===== src/rtl/pipe_stage_reg.sv =====
// rtl/pipe_stage_reg.sv - generic inter-stage pipeline register with stall, flush, exception redirect and bubble count
//
// Purpose:
//   One register slice between two stages of the 5-stage MIPS core (D/E, E/M, M/W).
//   Carries the instruction's payload, pc, delay-slot flag, destination register,
//   decode fields, Tnew and ExcCode. Every output is a flop, so there is no
//   combinational path from any input to any output.
//
// Ports:
//   clk, reset        rising-edge clock, synchronous active-high reset
//   req               CP0 exception/interrupt redirect (highest priority after reset)
//   flush             replace this stage's contents with a bubble, keeping pc/bd
//   stall             hold every output
//   in_*              incoming instruction fields
//   local_exc         ExcCode raised by the producing stage
//   out_*             registered copies of the in_* fields
//   bubble_cnt        number of bubbles inserted since reset (wraps)

module pipe_stage_reg #(
  parameter int          DATA_W        = 96,
  parameter int          TNEW_W        = 2,
  parameter logic [31:0] RESET_PC      = 32'h0000_3000,
  parameter logic [31:0] HANDLER_PC    = 32'h0000_4180,
  parameter bit          SQUASH_ON_EXC = 1'b1
) (
  input  logic              clk,
  input  logic              reset,
  input  logic              req,
  input  logic              stall,
  input  logic              flush,
  input  logic              in_valid,
  input  logic [31:0]       in_pc,
  input  logic              in_bd,
  input  logic [DATA_W-1:0] in_data,
  input  logic [4:0]        in_a3,
  input  logic [5:0]        in_op,
  input  logic [5:0]        in_func,
  input  logic [4:0]        in_rs,
  input  logic [TNEW_W-1:0] in_tnew,
  input  logic [4:0]        in_exc,
  input  logic [4:0]        local_exc,
  output logic              out_valid,
  output logic [31:0]       out_pc,
  output logic              out_bd,
  output logic [DATA_W-1:0] out_data,
  output logic [4:0]        out_a3,
  output logic [5:0]        out_op,
  output logic [5:0]        out_func,
  output logic [4:0]        out_rs,
  output logic [TNEW_W-1:0] out_tnew,
  output logic [4:0]        out_exc,
  output logic [31:0]       bubble_cnt
);

  logic              valid_q,  valid_d;
  logic [31:0]       pc_q,     pc_d;
  logic              bd_q,     bd_d;
  logic [DATA_W-1:0] data_q,   data_d;
  logic [4:0]        a3_q,     a3_d;
  logic [5:0]        op_q,     op_d;
  logic [5:0]        func_q,   func_d;
  logic [4:0]        rs_q,     rs_d;
  logic [TNEW_W-1:0] tnew_q,   tnew_d;
  logic [4:0]        exc_q,    exc_d;
  logic [31:0]       bubble_cnt_q, bubble_cnt_d;

  logic [4:0]        merged_exc;
  logic              squash;
  logic              advance_bubble;

  // The earliest stage's exception wins: an inherited code masks the local one.
  assign merged_exc     = (in_exc != 5'd0) ? in_exc : local_exc;
  assign squash         = SQUASH_ON_EXC && (merged_exc != 5'd0);
  assign advance_bubble = !in_valid;

  always_comb begin
    valid_d      = valid_q;
    pc_d         = pc_q;
    bd_d         = bd_q;
    data_d       = data_q;
    a3_d         = a3_q;
    op_d         = op_q;
    func_d       = func_q;
    rs_d         = rs_q;
    tnew_d       = tnew_q;
    exc_d        = exc_q;
    bubble_cnt_d = bubble_cnt_q;

    if (req) begin
      valid_d = 1'b0;
      pc_d    = HANDLER_PC;
      bd_d    = 1'b0;
      data_d  = '0;
      a3_d    = '0;
      op_d    = '0;
      func_d  = '0;
      rs_d    = '0;
      tnew_d  = '0;
      exc_d   = '0;
    end else if (flush) begin
      // Bubble keeps pc/bd so a later exception still reports the right EPC.
      valid_d      = 1'b0;
      pc_d         = in_pc;
      bd_d         = in_bd;
      data_d       = '0;
      a3_d         = '0;
      op_d         = '0;
      func_d       = '0;
      rs_d         = '0;
      tnew_d       = '0;
      exc_d        = '0;
      bubble_cnt_d = bubble_cnt_q + 32'd1;
    end else if (!stall) begin
      valid_d = in_valid;
      pc_d    = in_pc;
      bd_d    = in_bd;
      if (advance_bubble) begin
        data_d       = '0;
        a3_d         = '0;
        op_d         = '0;
        func_d       = '0;
        rs_d         = '0;
        tnew_d       = '0;
        exc_d        = '0;
        bubble_cnt_d = bubble_cnt_q + 32'd1;
      end else begin
        data_d = in_data;
        exc_d  = merged_exc;
        // Saturating decrement: a ready result stays ready.
        tnew_d = (in_tnew == '0) ? '0 : in_tnew - 1'b1;
        if (squash) begin
          a3_d   = '0;
          op_d   = '0;
          func_d = '0;
          rs_d   = '0;
        end else begin
          a3_d   = in_a3;
          op_d   = in_op;
          func_d = in_func;
          rs_d   = in_rs;
        end
      end
    end
  end

  always_ff @(posedge clk) begin
    if (reset) begin
      valid_q      <= 1'b0;
      pc_q         <= RESET_PC;
      bd_q         <= 1'b0;
      data_q       <= '0;
      a3_q         <= '0;
      op_q         <= '0;
      func_q       <= '0;
      rs_q         <= '0;
      tnew_q       <= '0;
      exc_q        <= '0;
      bubble_cnt_q <= '0;
    end else begin
      valid_q      <= valid_d;
      pc_q         <= pc_d;
      bd_q         <= bd_d;
      data_q       <= data_d;
      a3_q         <= a3_d;
      op_q         <= op_d;
      func_q       <= func_d;
      rs_q         <= rs_d;
      tnew_q       <= tnew_d;
      exc_q        <= exc_d;
      bubble_cnt_q <= bubble_cnt_d;
    end
  end

  assign out_valid  = valid_q;
  assign out_pc     = pc_q;
  assign out_bd     = bd_q;
  assign out_data   = data_q;
  assign out_a3     = a3_q;
  assign out_op     = op_q;
  assign out_func   = func_q;
  assign out_rs     = rs_q;
  assign out_tnew   = tnew_q;
  assign out_exc    = exc_q;
  assign bubble_cnt = bubble_cnt_q;

endmodule


===== config.mk =====
export PLATFORM = sky130hd
export DESIGN_NAME = pipe_stage_reg
export DESIGN_NICKNAME = d
export VERILOG_FILES = /design/src/rtl/pipe_stage_reg.sv
export SDC_FILE = /design/constraint.sdc
export NUM_CORES = 1
export LEC_CHECK = 0
export BUFFER_PORTS_ARGS = -buffer_cell sky130_fd_sc_hd__buf_2
export CAP_MARGIN = 25
export CELL_PAD_IN_SITES_DETAIL_PLACEMENT = 1
export CELL_PAD_IN_SITES_GLOBAL_PLACEMENT = 1
export CORE_ASPECT_RATIO = 2
export CORE_MARGIN = 2
export CORE_UTILIZATION = 32
export DETAILED_ROUTE_END_ITERATION = 8
export PLACE_DENSITY = 0.83
export SYNTH_ARGS = -nofsm -noshare
export SYNTH_HDL_FRONTEND = slang
export SYNTH_SLANG_ARGS = --single-unit

===== constraint.sdc =====
create_clock -name clk -period 2.65 [get_ports clk]
set_clock_uncertainty 0.1 [all_clocks]
set_input_delay 0.3975 -clock clk [delete_from_list [all_inputs] [get_ports clk]]
set_output_delay 0.3975 -clock clk [all_outputs]
set_load 0.01 [all_outputs]

### After elaboration in Yosys (flattened, before gate mapping)

Cells that the tools add are included.

* $add $sub $neg: 2
* eq/ne operators: 3
* mux-type cells: 21
* bitwise operators: 1
* reductions and logical operators: 6

Operator list (number)
* 32-bit 2-to-1 mux: 5
* 96-bit 2-to-1 mux: 1
* 32-bit by 1-bit adder with 32-bit output (second input constant): 1
* 5-bit 2-to-1 mux: 6
* 6-bit 2-to-1 mux: 4
* 15-bit 2-to-1 mux: 1
* 5-bit nonzero test: 2
* 2-bit 2-to-1 mux: 2
* 3-bit by 2-bit != test with 1-bit output (second input constant): 1
* 3-bit AND reduction: 1
* 3-bit OR reduction: 1
* 2-bit zero test: 1
* 1-bit 2-to-1 mux: 2
* 2-bit by 1-bit != test with 1-bit output (second input constant): 1
* 2-bit != test (second input constant): 1
* 2-bit OR reduction: 1
* 2-bit by 1-bit subtractor with 2-bit output (second input constant): 1
* 1-bit NOT: 1

* register bits: 191
* input port bits: 169
* output and inout port bits: 191
* logic and storage cells: 45

### Depth between registers and ports, before layout

Gate-level depths: netlist (run 1).

* word-level depth: 5
* depth in mapped cells: 7
* gate-level depth less buffers: 6

### Worst setup path after synthesis (run 1)

OpenSTA, ideal clock, no wires.

* path type: in2reg
* start: input stall
* end: register bubble_cnt_q[31], in the netlist bubble_cnt[31]
* library setup time: 70 ps
* data arrival time: 1828 ps
* data required time: 2480 ps
* slack: 652 ps
* cell stages on the path: 6
* buffers on the path: 1
* path through: o21ba_1 buf_6 nor4_4 nand4_4 or3_1 a21oi_1

* longest elaborated chain between the ends: 2

Ends and longest elaborated chain
* start: declaration: line 29 `input logic stall,`
* 2-bit by 1-bit != test with 1-bit output (no line)
* 3-bit AND reduction (no line)
* end signal: assignment: line 170 `bubble_cnt_q <= bubble_cnt_d;`
* end: declaration: line 65 `logic [31:0] bubble_cnt_q, bubble_cnt_d;`

No other way between the ends.
A chain may end at the register's enable or synchronous reset.

### Final worst setup path (run 1)

* start: register bubble_cnt_q[4], in the netlist bubble_cnt[4]
* end: register bubble_cnt_q[31], in the netlist bubble_cnt[31]

* longest elaborated chain between the ends: 4

Ends and longest elaborated chain
* 32-bit by 1-bit adder with 32-bit output (*): line 112, 125
* 32-bit 2-to-1 mux: line 117 `if (advance_bubble) begin`
* 32-bit 2-to-1 mux: line 113 `end else if (!stall) begin`
* 32-bit 2-to-1 mux (*): line 100 `end else if (flush) begin`

Every way passes the cells marked *; elsewhere a longest branch is shown, timed or not. The select of a mux whose other input is x is not followed.

==> impl_results.md, run 1 <==
- Status: finished, final reports clean
- Register Area: 0.00382 mm2
- Core ar.: roughly 0.021 mm2
- Sw frac: 0.235
- Post-CTS setup buffer count: 0
- Tightest Pin Transition: ~0.7 ns
- Mapped Area: roughly 0.0068 mm2
- F_max: 488 MHz
- Post-synth cell types: 36
- PD cells: around 640 mW/mm2
- Fillers: 2554
- Relative slew slack: 0.523
- Buffers and inverters on the worst path: 0
- Yosys reg bits: around 190
- DRT iter0 DRCs: approximately 260
- Area leader, netlist: dfxtp_1
- CTS tree: yes
- Worst VDD drop: about 350 uV
- Share of cells above drive strength 1: 0.383
- Top cell type's share of synthesized area: 0.565
- Critical Path Sink Type: register
- Gate count of the mapped netlist: approximately 730
- Clk slew on worst S/H paths: approximately 0.070 ns
- Count of final setup violators: 0
- Area occupied by multi-input gates: between 0.002 and 0.003 mm2
- Final hold violation count: 0
- NetSw: approximately 1.4 mW
- Vias in the first global route: just over 7000
- Initial antenna violation count: 4
- Hold_sp: in_rs[4]
- Sequential fraction of the synthesis area: 0.565
- Clock sink count: between 150 and 200
- Vias: a little under 7000
- Tot GR Track Use: 0.208
- RSZ-0062 raised after global routing: false
- CP max stage delay: approximately 0.50 ns
- Die H: roughly 210 um
- Worst path slowest cell: nor3_2
- Crit start category: register
- GPL Wtd Cong: approximately 0.80
- Synthesized net count: around 900
- Clock H-tree levels: 4
- First-pass GRT wire length: around 36000 um
- Total wire length: ~24000 um
- Total grt overflow: 0
- Leakage: ~4.5 nW
- Initial Util: 0.325
- Layout area overhead: 40.2%
- Hold_buf cts: 0
- Max Buffers Root-to-Sink: 2
- Num CTS Buffers: 17
- Clock share of power: 0.444
- Synth top area cells: dfxtp_1 (57%), a22oi_1 (11%), nor2_1 (7.5%), nand2_1 (4.4%), a21oi_1 (3.2%)
- Launching point of the worst reg2reg path: bubble_cnt[4]
- Antenna-violating nets left: 0
- DP Wirelength: around 18000 um
- Post-cts sizing count: 0
- Vias per Instance: ~5.0
- Crit Path Class: register to register
- DRC Markers: 0
- Slew Viols, Final: 0
- Final-stage net count: approximately 1200
- Drt first pass iters: 4
- DP Worst Slack: 0.504 ns
- Worst path cell trace: nand4_1, nor3_2, nand4_4, or3_1, a21oi_1
- CTS root buf: clkbuf_16
- Setup ws final: ~0.60 ns
- Max FO, Critical Path: 8
- Area after DPL: around 0.009 mm2
- CP Data Arrival Time: 2.32 ns
- Placed Instances: 1321
- Design Area, Final: approximately 0.0095 mm2
- Worst setup path start: bubble_cnt[4]
- Max cap viols: 0
- Final TNS setup: 0 ns
- Hold crit path type: input port to register
- Die Area: 0.0224 mm2
- Int Pwr: between 4 and 5 mW
- FP Rows: 75
- Yosys warnings: 0
- Final Cycle Share: 0.774
- I/O pin count: 360
- Sequential power share: 0.483
- # port buffers: around 360
- Cell family with most CP delay: simple AND/OR/NAND/NOR gates
- WL/cell: approximately 18 um
- Combinational power share: 0.073
- Die Wd: between 100 and 150 um
- Req. time, crit path: between 2 and 3 ns
- Non-Filler Instances: roughly 1400
- Clock period minus worst slack: a little over 2 ns
- Worst-skew pair later-pin latency: approximately 0.44 ns
- Syn_area_per_cell: slightly above 9 um2
- Largest net degree at the start of global routing: 87
-- state kept, by name, summed over array words and instances, names as in the netlist --
signal      flops
bubble_cnt     32
out_a3          5
out_bd          1
out_data       96
out_exc         5
out_func        6
out_op          6
out_pc         32
out_rs          5
out_tnew        2
out_valid       1
-- cell type report --
type	instances	area share
Timing Repair Buffer	376	0.207
Tap cell	269	0.0355
Multi-Input combinational cell	482	0.288
Inverter	3	0.00119
Sequential cell	191	0.403
Antenna cell	2	0.000528
Clock inverter	12	0.0166
Clock buffer	20	0.0481
-- cell families after synthesis --
family,after synthesis,share of synthesized area
buffers and inverters,58,0.0333
AND/OR/NAND/NOR,275,0.181
AO/OA/AOI/OAI,178,0.182
flip-flops,191,0.565
multiplexers,2,0.00296
adder cells (fa/ha/maj),1,0.00185
XOR/XNOR,26,0.0337
-- per-layer routing --
| layer | vias to the layer above | global-route usage | wire [um] |
|---|---|---|---|
| met5 | - | 0 | 16 |
| li1 | 3225 | - | - |
| met3 | 54 | 0.0512 | 1330 |
| met2 | 243 | 0.401 | 13400 |
| met4 | 2 | 0.105 | 861 |
| met1 | 3240 | 0.198 | 8120 |
-- through the flow --
stage / util / power, mW / hold WS, ns
floorplan: - / 3.20 / 0.376
detailed placement: 0.426 / 3.45 / 0.342
CTS: 0.455 / 6.15 / 0.0386
global placement: 0.426 / 3.43 / 0.336
global route: 0.455 / 6.31 / 0.0517
finish: 0.455 / 6.08 / 0.0627
-- placed cells by master (no fill, tap or decap), types with 5 or more instances in the layout --
| cell type | count |
|---|---|
| or3_1 | 5 |
| xnor2_1 | 5 |
| nand3_1 | 8 |
| a22oi_1 | 96 |
| a22o_1 | 22 |
| dfxtp_1 | 191 |
| and3_1 | 5 |
| nor4_1 | 5 |
| nand4_1 | 15 |
| buf_2 | 358 |
| nand2_1 | 79 |
| xor2_1 | 21 |
| clkbuf_16 | 17 |
| o21ai_0 | 9 |
| nor2_1 | 136 |
| buf_4 | 15 |
| a21oi_1 | 43 |
-- Yosys cell counts --
| master | instances |
|---|---|
| o21a_1 | 1 |
| dfxtp_1 | 191 |
| ha_1 | 1 |
| xor2_1 | 21 |
| buf_1 | 7 |
| a32oi_1 | 1 |
| nand3_1 | 8 |
| and2_1 | 2 |
| a22o_1 | 22 |
| a22oi_1 | 96 |
| nor2b_1 | 2 |
| and3b_1 | 3 |
| buf_6 | 1 |
| a31oi_1 | 3 |
| inv_1 | 3 |
| xnor2_1 | 5 |
| nand2_1 | 79 |
| nor2_1 | 136 |
| mux2i_1 | 2 |
| or3_1 | 6 |
| nor3_1 | 2 |
| nor4_4 | 1 |
| and3_1 | 5 |
| o21ai_0 | 9 |
| or2_2 | 1 |
| nand4_4 | 1 |
| and4_1 | 3 |
| and2_0 | 1 |
| o21bai_1 | 2 |
| nand4_1 | 15 |
| nor4_1 | 5 |
| clkbuf_1 | 47 |
| nor3_2 | 2 |
| a21oi_1 | 43 |
| nand2b_1 | 3 |
| o21ba_1 | 1 |
-- power by group through the flow --
stage               Sequential (mW)  Combinational [mW]  Clock [mW]
finish                         2.93               0.442        2.70
global route                   2.94               0.489        2.88
CTS                            2.93               0.448        2.77
detailed placement             3.00               0.446           0
global placement               3.00               0.434           0
floorplan                      3.02               0.183           0
-- final timing paths --
kind,endpoint,slack (ns),cells past startpoint
min,out_rs[4],0.06,2
max reg2reg,bubble_cnt[31],0.60,5
max,bubble_cnt[31],0.60,5
min reg2reg,out_pc[23],0.35,2
Power figures use the tool's default switching activity.
==> inputs of run 2 (changes only) <==
Clock period 2.65 ns to 2.1 ns, I/O delays scaled along.
==> impl_results.md, run 2 (synthesized netlist as in run 1, its figures left out) <==
- Commonest non-fill, non-tap cell in the layout: buf_2
- I/O pin count: 360 (unchanged)
- R2R depth: 6 (+1)
- DP Wirelength: 18400 um (+1.3%)
- CP max stage delay: 0.42 ns (-0.08 ns)
- Launching point of the worst reg2reg path: bubble_cnt[6]
- Core ar.: 0.0208 mm2 (unchanged)
- Clock sink count: 191 (unchanged)
- Worst setup path start: bubble_cnt[6]
- CTS root buf: clkbuf_16
- WL/cell: 19.8 um (+13%)
- Final hold violation count: 0 (unchanged)
- Clock period minus worst slack: 1.92 ns (-0.133 ns)
- Relative slew slack: 0.580 (+0.0573)
- Levels on crit path: 6 (+1)
- # port buffers: 359 (unchanged)
- Most frequent CP cell: nand4_1
- PD cells: 738 mW/mm2 (+15%)
- DRT iter0 DRCs: 330 (+25%)
- Vias in the first global route: 8225 (+15%)
- Num CTS Buffers: 17 (unchanged)
- Worst path slowest cell: dfxtp_1
- F_max: 521 MHz (+6.9%)
- Final TNS setup: 0 ns (unchanged)
- Initial Util: 0.325 (unchanged)
- Area after DPL: 0.00896 mm2 (+1.0%)
- Vias: 7566 (+12%)
- Req. time, crit path: 2.32 ns (-0.60 ns)
- RSZ-0062 raised after global routing: false
- Most frequent cells in the layout: buf_2 (358), dfxtp_1 (191), nor2_1 (136), dlygate4sd3_1 (99), a22oi_1 (96)
- R2r endpoint: bubble_cnt[20]
- Crit Path Class: register to register
- Share of cells above drive strength 1: 0.359 (-0.0236)
- Initial antenna violation count: 2 (-2)
- FP Rows: 75 (unchanged)
- Total grt overflow: 0 (unchanged)
- Worst path cell trace: nand4_1, nor4_1, buf_4, nand4_1, xor2_1, nor2_1
- DRC Markers: 0 (unchanged)
- Leakage: 4.93 nW (+11%)
- Largest net degree at the start of global routing: 59 (-32%)
- Clock H-tree levels: 4 (unchanged)
- Worst-skew pair later-pin latency: 0.44 ns (about the same)
- CTS tree: yes
- Max FO, Critical Path: 8 (unchanged)
- CP Data Arrival Time: 2.14 ns (-0.18 ns)
- Cell family with most CP delay: simple AND/OR/NAND/NOR gates
- Die H: 210 um (unchanged)
- Layout area overhead: 56.0%
- Reg2reg setup slack: 0.18 ns (-0.42 ns)
- Die Wd: 107 um (unchanged)
- Slew Viols, Final: 0 (unchanged)
- NetSw: 1.95 mW (+36%)
- Design Area, Final: 0.0106 mm2 (+11%)
- Worst VDD drop: 596 uV (+71%)
- Critical Path Sink: bubble_cnt[20]
- Clk slew on worst S/H paths: 0.08 ns (about the same)
- Post-cts sizing count: 0 (unchanged)
- Fin util: 0.507 (+0.0514)
- Clock share of power: 0.429 (-0.015)
- Buffers and inverters on the worst path: 1 (+1)
- GPL Wtd Cong: 0.834 (+4.2%)
- Combinational power share: 0.095 (+0.022)
- Sw frac: 0.250 (+0.0151)
- Drt first pass iters: 5 (+1)
- Hold crit path type: input port to register
- Antenna-violating nets left: 0 (unchanged)
- Die Area: 0.0224 mm2 (unchanged)
- Total wire length: 29100 um (+22%)
- Flip-flop count of the largest register after layout: 96 (unchanged)
- Final Cycle Share: 0.913 (+0.139)
- Status: finished, final reports clean
- Critical Path Sink Type: register
- First-pass GRT wire length: 44000 um (+21%)
- Crit start category: register
- Tightest Pin Transition: 0.630 ns (-0.0794 ns)
- Max Buffers Root-to-Sink: 2 (unchanged)
- Tot GR Track Use: 0.256 (+0.0474)
- Vias per Instance: 5.15 (+3.2%)
- Count of final setup violators: 0 (unchanged)
- Final-stage net count: 1354 (+9.1%)
- Sequential power share: 0.476 (-0.007)
- Int Pwr: 5.84 mW (+26%)
- Max cap viols: 0 (unchanged)
## run 2: changes by cell type in the layout (fill, tap and decap cells not counted), sizes merged
cell,previous run,this run
dlygate4sd3,0,99
clkinv,4,5
buf,376,390
bufinv,3,2
clkbuf,20,17
inv,6,10
clkinvlp,2,1
## run 2: layout make-up
| cell class | instances | area (um2) |
|---|---|---|
| clock inverters | 15 | 175 |
| multi-input cells | 482 | 2730 |
| well taps | 269 | 337 |
| clock buffers | 17 | 425 |
| repair buffers | 489 | 3050 |
| diodes | 2 | 5.00 |
| inverters | 3 | 11.3 |
| fillers | 2460 | 10300 |
| flip-flops and latches | 191 | 3820 |
## run 2: repair_timing
item                                    in CTS  in global routing
hold buffers                                98                  1
buffers inserted                             0                  0
endpoints found under the setup margin       0                  0
endpoints found under the hold margin       98                  1
## run 2: tightest hold or removal path, stage by stage
cell and delay (ns):
buf_2 0.10, nand2_1 0.05, a21oi_1 0.06
## run 2: stage by stage
step	cells	setup WS (ns)	hold slack, ns	total power, mW
floorplan	731	0.121	0.341	4.04
global placement	1335	0.163	0.336	4.34
detailed placement	1335	0.168	0.340	4.36
CTS	1465	0.172	0.000310	7.83
global route	1468	0.0207	0.00716	8.09
finish	1468	0.182	0.0198	7.79
## run 2: how the worst min path moves through the flow
stage / startpoint / end / slack [ns] / cells after the start
2_1_floorplan: in_func[5] / out_func[5] / 0.34 / 1
3_3_place_gp: out_pc[20] / out_pc[20] / 0.34 / 2
3_5_place_dp: out_pc[20] / out_pc[20] / 0.34 / 2
4_1_cts: in_data[7] / out_data[7] / 0.0003 / 3
5_1_grt: in_pc[17] / out_pc[17] / 0.007 / 3
6_report: in_pc[17] / out_pc[17] / 0.02 / 3
## run 2: routing by layer
metal | up-vias | part of all wire | wire, um | GRT usage
met1 | 3645 | 0.34 | 9830 | 0.242
met3 | 102 | 0.055 | 1600 | 0.0609
met4 | 0 | 0.060 | 1760 | 0.157
met5 | - | 0 | 0 | 0
met2 | 357 | 0.55 | 15900 | 0.482
li1 | 3462 | - | - | -
## run 2: power groups by stage
stage | clock network (mW) | logic, mW | registers (mW)
finish | 3.34 | 0.742 | 3.71
floorplan | 0 | 0.231 | 3.81
detailed placement | 0 | 0.568 | 3.79
global placement | 0 | 0.553 | 3.78
global route | 3.58 | 0.798 | 3.71
CTS | 3.41 | 0.720 | 3.70
==> inputs of run 3 (changes only) <==
Settings changed: BUFFER_PORTS_ARGS -buffer_cell sky130_fd_sc_hd__buf_2 to -buffer_cell sky130_fd_sc_hd__buf_4.
==> impl_results.md, run 3 (synthesized netlist as in run 1, its figures left out) <==
- Status: finished, final reports clean
- # port buffers: 359 (unchanged)
- Clk slew on worst S/H paths: 0.07 ns (about the same)
- DRC Markers: 0 (unchanged)
- Clock sink count: 191 (unchanged)
- Clock H-tree levels: 4 (unchanged)
- Hold_buf cts: 78 (-20%)
- Crit Path Class: register to register
- Fillers: 2373 (-3.5%)
- Sequential power share: 0.451 (-0.025)
- Total wire length: 29200 um (+0.40%)
- Worst setup path start: bubble_cnt[6]
- Max cap viols: 0 (unchanged)
- Final hold violation count: 0 (unchanged)
- M2 GR Usage: 0.490 (+0.00747)
- Final TNS setup: 0 ns (unchanged)
- R2R depth: 5 (-1)
- Die Wd: 107 um (unchanged)
- CP Data Arrival Time: 2.19 ns (+0.05 ns)
- Vias: 7321 (-3.2%)
- Die Area: 0.0224 mm2 (unchanged)
- Tot GR Track Use: 0.256 (about the same)
- GR peak layer: met2
- DRT iter0 DRCs: 341 (+3.3%)
- Tightest Pin Transition: 0.531 ns (-0.0990 ns)
- Leakage: 4.98 nW (+1.0%)
- Vias in the first global route: 7945 (-3.4%)
- Combinational power share: 0.100 (+0.005)
- First-pass GRT wire length: 43600 um (-0.86%)
- Register Area: 0.00382 mm2 (unchanged)
- Initial antenna violation count: 1 (-1)
- Reg2reg setup slack: 0.17 ns (about the same)
- Die H: 210 um (unchanged)
- Post-CTS setup buffer count: 0 (unchanged)
- Final-stage net count: 1328 (-1.9%)
- Slew Viols, Final: 0 (unchanged)
- GRT met3 Usage: 0.0674 (+0.00652)
- Core ar.: 0.0208 mm2 (unchanged)
- Critical Path Sink Type: register
- Fin util: 0.542 (+0.0354)
- Crit start category: register
- NetSw: 1.81 mW (-7.2%)
- Area occupied by multi-input gates: 0.00273 mm2 (unchanged)
- Largest net degree at the start of global routing: 112 (+90%)
- Num CTS Buffers: 17 (unchanged)
- Critical Path Sink: bubble_cnt[27]
- GPL Wtd Cong: 0.783 (-6.1%)
- Count of final setup violators: 0 (unchanged)
- Post-cts sizing count: 0 (unchanged)
- Initial Util: 0.325 (unchanged)
- Vias per Instance: 5.09 (-1.3%)
- Commonest non-fill, non-tap cell in the layout: buf_4
- F_max: 519 MHz (-0.49%)
- RSZ-0062 raised after global routing: false
- Max Buffers Root-to-Sink: 2 (unchanged)
- Tot Pwr: 8.23 mW (+5.7%)
- Sw frac: 0.220 (-0.0305)
- Drt first pass iters: 6 (+1)
- Req. time, crit path: 2.36 ns (+0.04 ns)
- FP Rows: 75 (unchanged)
- Clock period minus worst slack: 1.93 ns (+0.00940 ns)
- I/O pin count: 360 (unchanged)
- Total grt overflow: 0 (unchanged)
- Flip-flop count of the largest register after layout: 96 (unchanged)
- Worst VDD drop: 460 uV (-23%)
- Worst-skew pair later-pin latency: 0.44 ns (about the same)
- CTS tree: yes
- CTS root buf: clkbuf_16
- WL/cell: 20.3 um (+2.4%)
- R2r endpoint: bubble_cnt[27]
- Max FO, Critical Path: 8 (unchanged)
- Hold crit path type: input port to register
- Most frequent cells in the layout: buf_4 (381), dfxtp_1 (191), nor2_1 (136), a22oi_1 (96), nand2_1 (79)
- Clock share of power: 0.450 (+0.021)
- Met1 global-route usage: 0.238 (-0.00333)
- Share of cells above drive strength 1: 0.360 (+0.000905)
- Layout area overhead: 66.9%
- Final Cycle Share: 0.918 (+0.00447)
- Relative slew slack: 0.646 (+0.0660)
- DP Wirelength: 19200 um (+4.5%)
- Int Pwr: 6.42 mW (+10%)
- PD cells: 729 mW/mm2 (-1.2%)
- Launching point of the worst reg2reg path: bubble_cnt[6]
- Antenna-violating nets left: 0 (unchanged)
-- run 3: changes by cell type in the layout (fill, tap and decap cells not counted) --
cell	before	now
inv_8	4	1
clkinvlp_4	1	2
diode_2	2	1
clkbuf_1	0	2
buf_4	30	381
buf_2	358	0
bufinv_16	2	6
inv_6	3	0
clkbuf_8	0	2
clkinv_2	2	0
clkinv_4	3	0
dlygate4sd3_1	99	78
buf_12	2	4
-- run 3: how the worst min path moves through the flow --
stage | slack [ns] | from | cells after the start | to
4_1_cts | 0.00004 | in_data[65] | 3 | out_data[65]
5_1_grt | 0.01 | in_data[55] | 3 | out_data[55]
3_5_place_dp | 0.34 | out_pc[25] | 2 | out_pc[25]
3_3_place_gp | 0.34 | out_pc[23] | 2 | out_pc[23]
2_1_floorplan | 0.34 | in_func[5] | 1 | out_func[5]
6_report | 0.02 | in_data[19] | 3 | out_data[19]
-- run 3: power by group through the flow --
stage          combinational [mW]  clock, mW  sequential (mW)
6_report                    0.820       3.70             3.71
5_1_grt                     0.880       3.92             3.71
4_1_cts                     0.806       3.79             3.71
3_5_place_dp                0.680          0             3.79
3_3_place_gp                0.664          0             3.79
2_1_floorplan               0.231          0             3.81
-- run 3: stage by stage --
step	hold WS (ns)	setup slack (ns)	area (um2)	std cells
after floorplan	0.341	0.121	6770	731
after global placement	0.339	0.176	9840	1330
after detailed placement	0.344	0.150	9840	1330
after CTS	0.0000444	0.147	11300	1438
after global routing	0.0113	0.0247	11300	1438
final	0.0189	0.172	11300	1439
-- run 3: per-layer routing --
metal,vias to the layer above,wire length [um]
met1,3533,9640
met4,0,1480
met2,307,16400
li1,3396,-
met3,85,1710
met5,-,0
-- run 3: area by class of cell --
type | count | share of cell area
sequential | 191 | 0.339
timing repair buffer | 463 | 0.329
antenna | 1 | 0.000222
multi-input combinational | 482 | 0.242
clock inverter | 9 | 0.0183
clock buffer | 21 | 0.0408
inverter | 3 | 0.000997
tap | 269 | 0.0298
-- run 3: worst max-delay path, cell delays in order, from the launching register on --
cell and delay (ns):
dfxtp_1 0.45, nand4_1 0.21, nor3_2 0.38, nand4_4 0.19
or3_1 0.35, a21oi_1 0.16
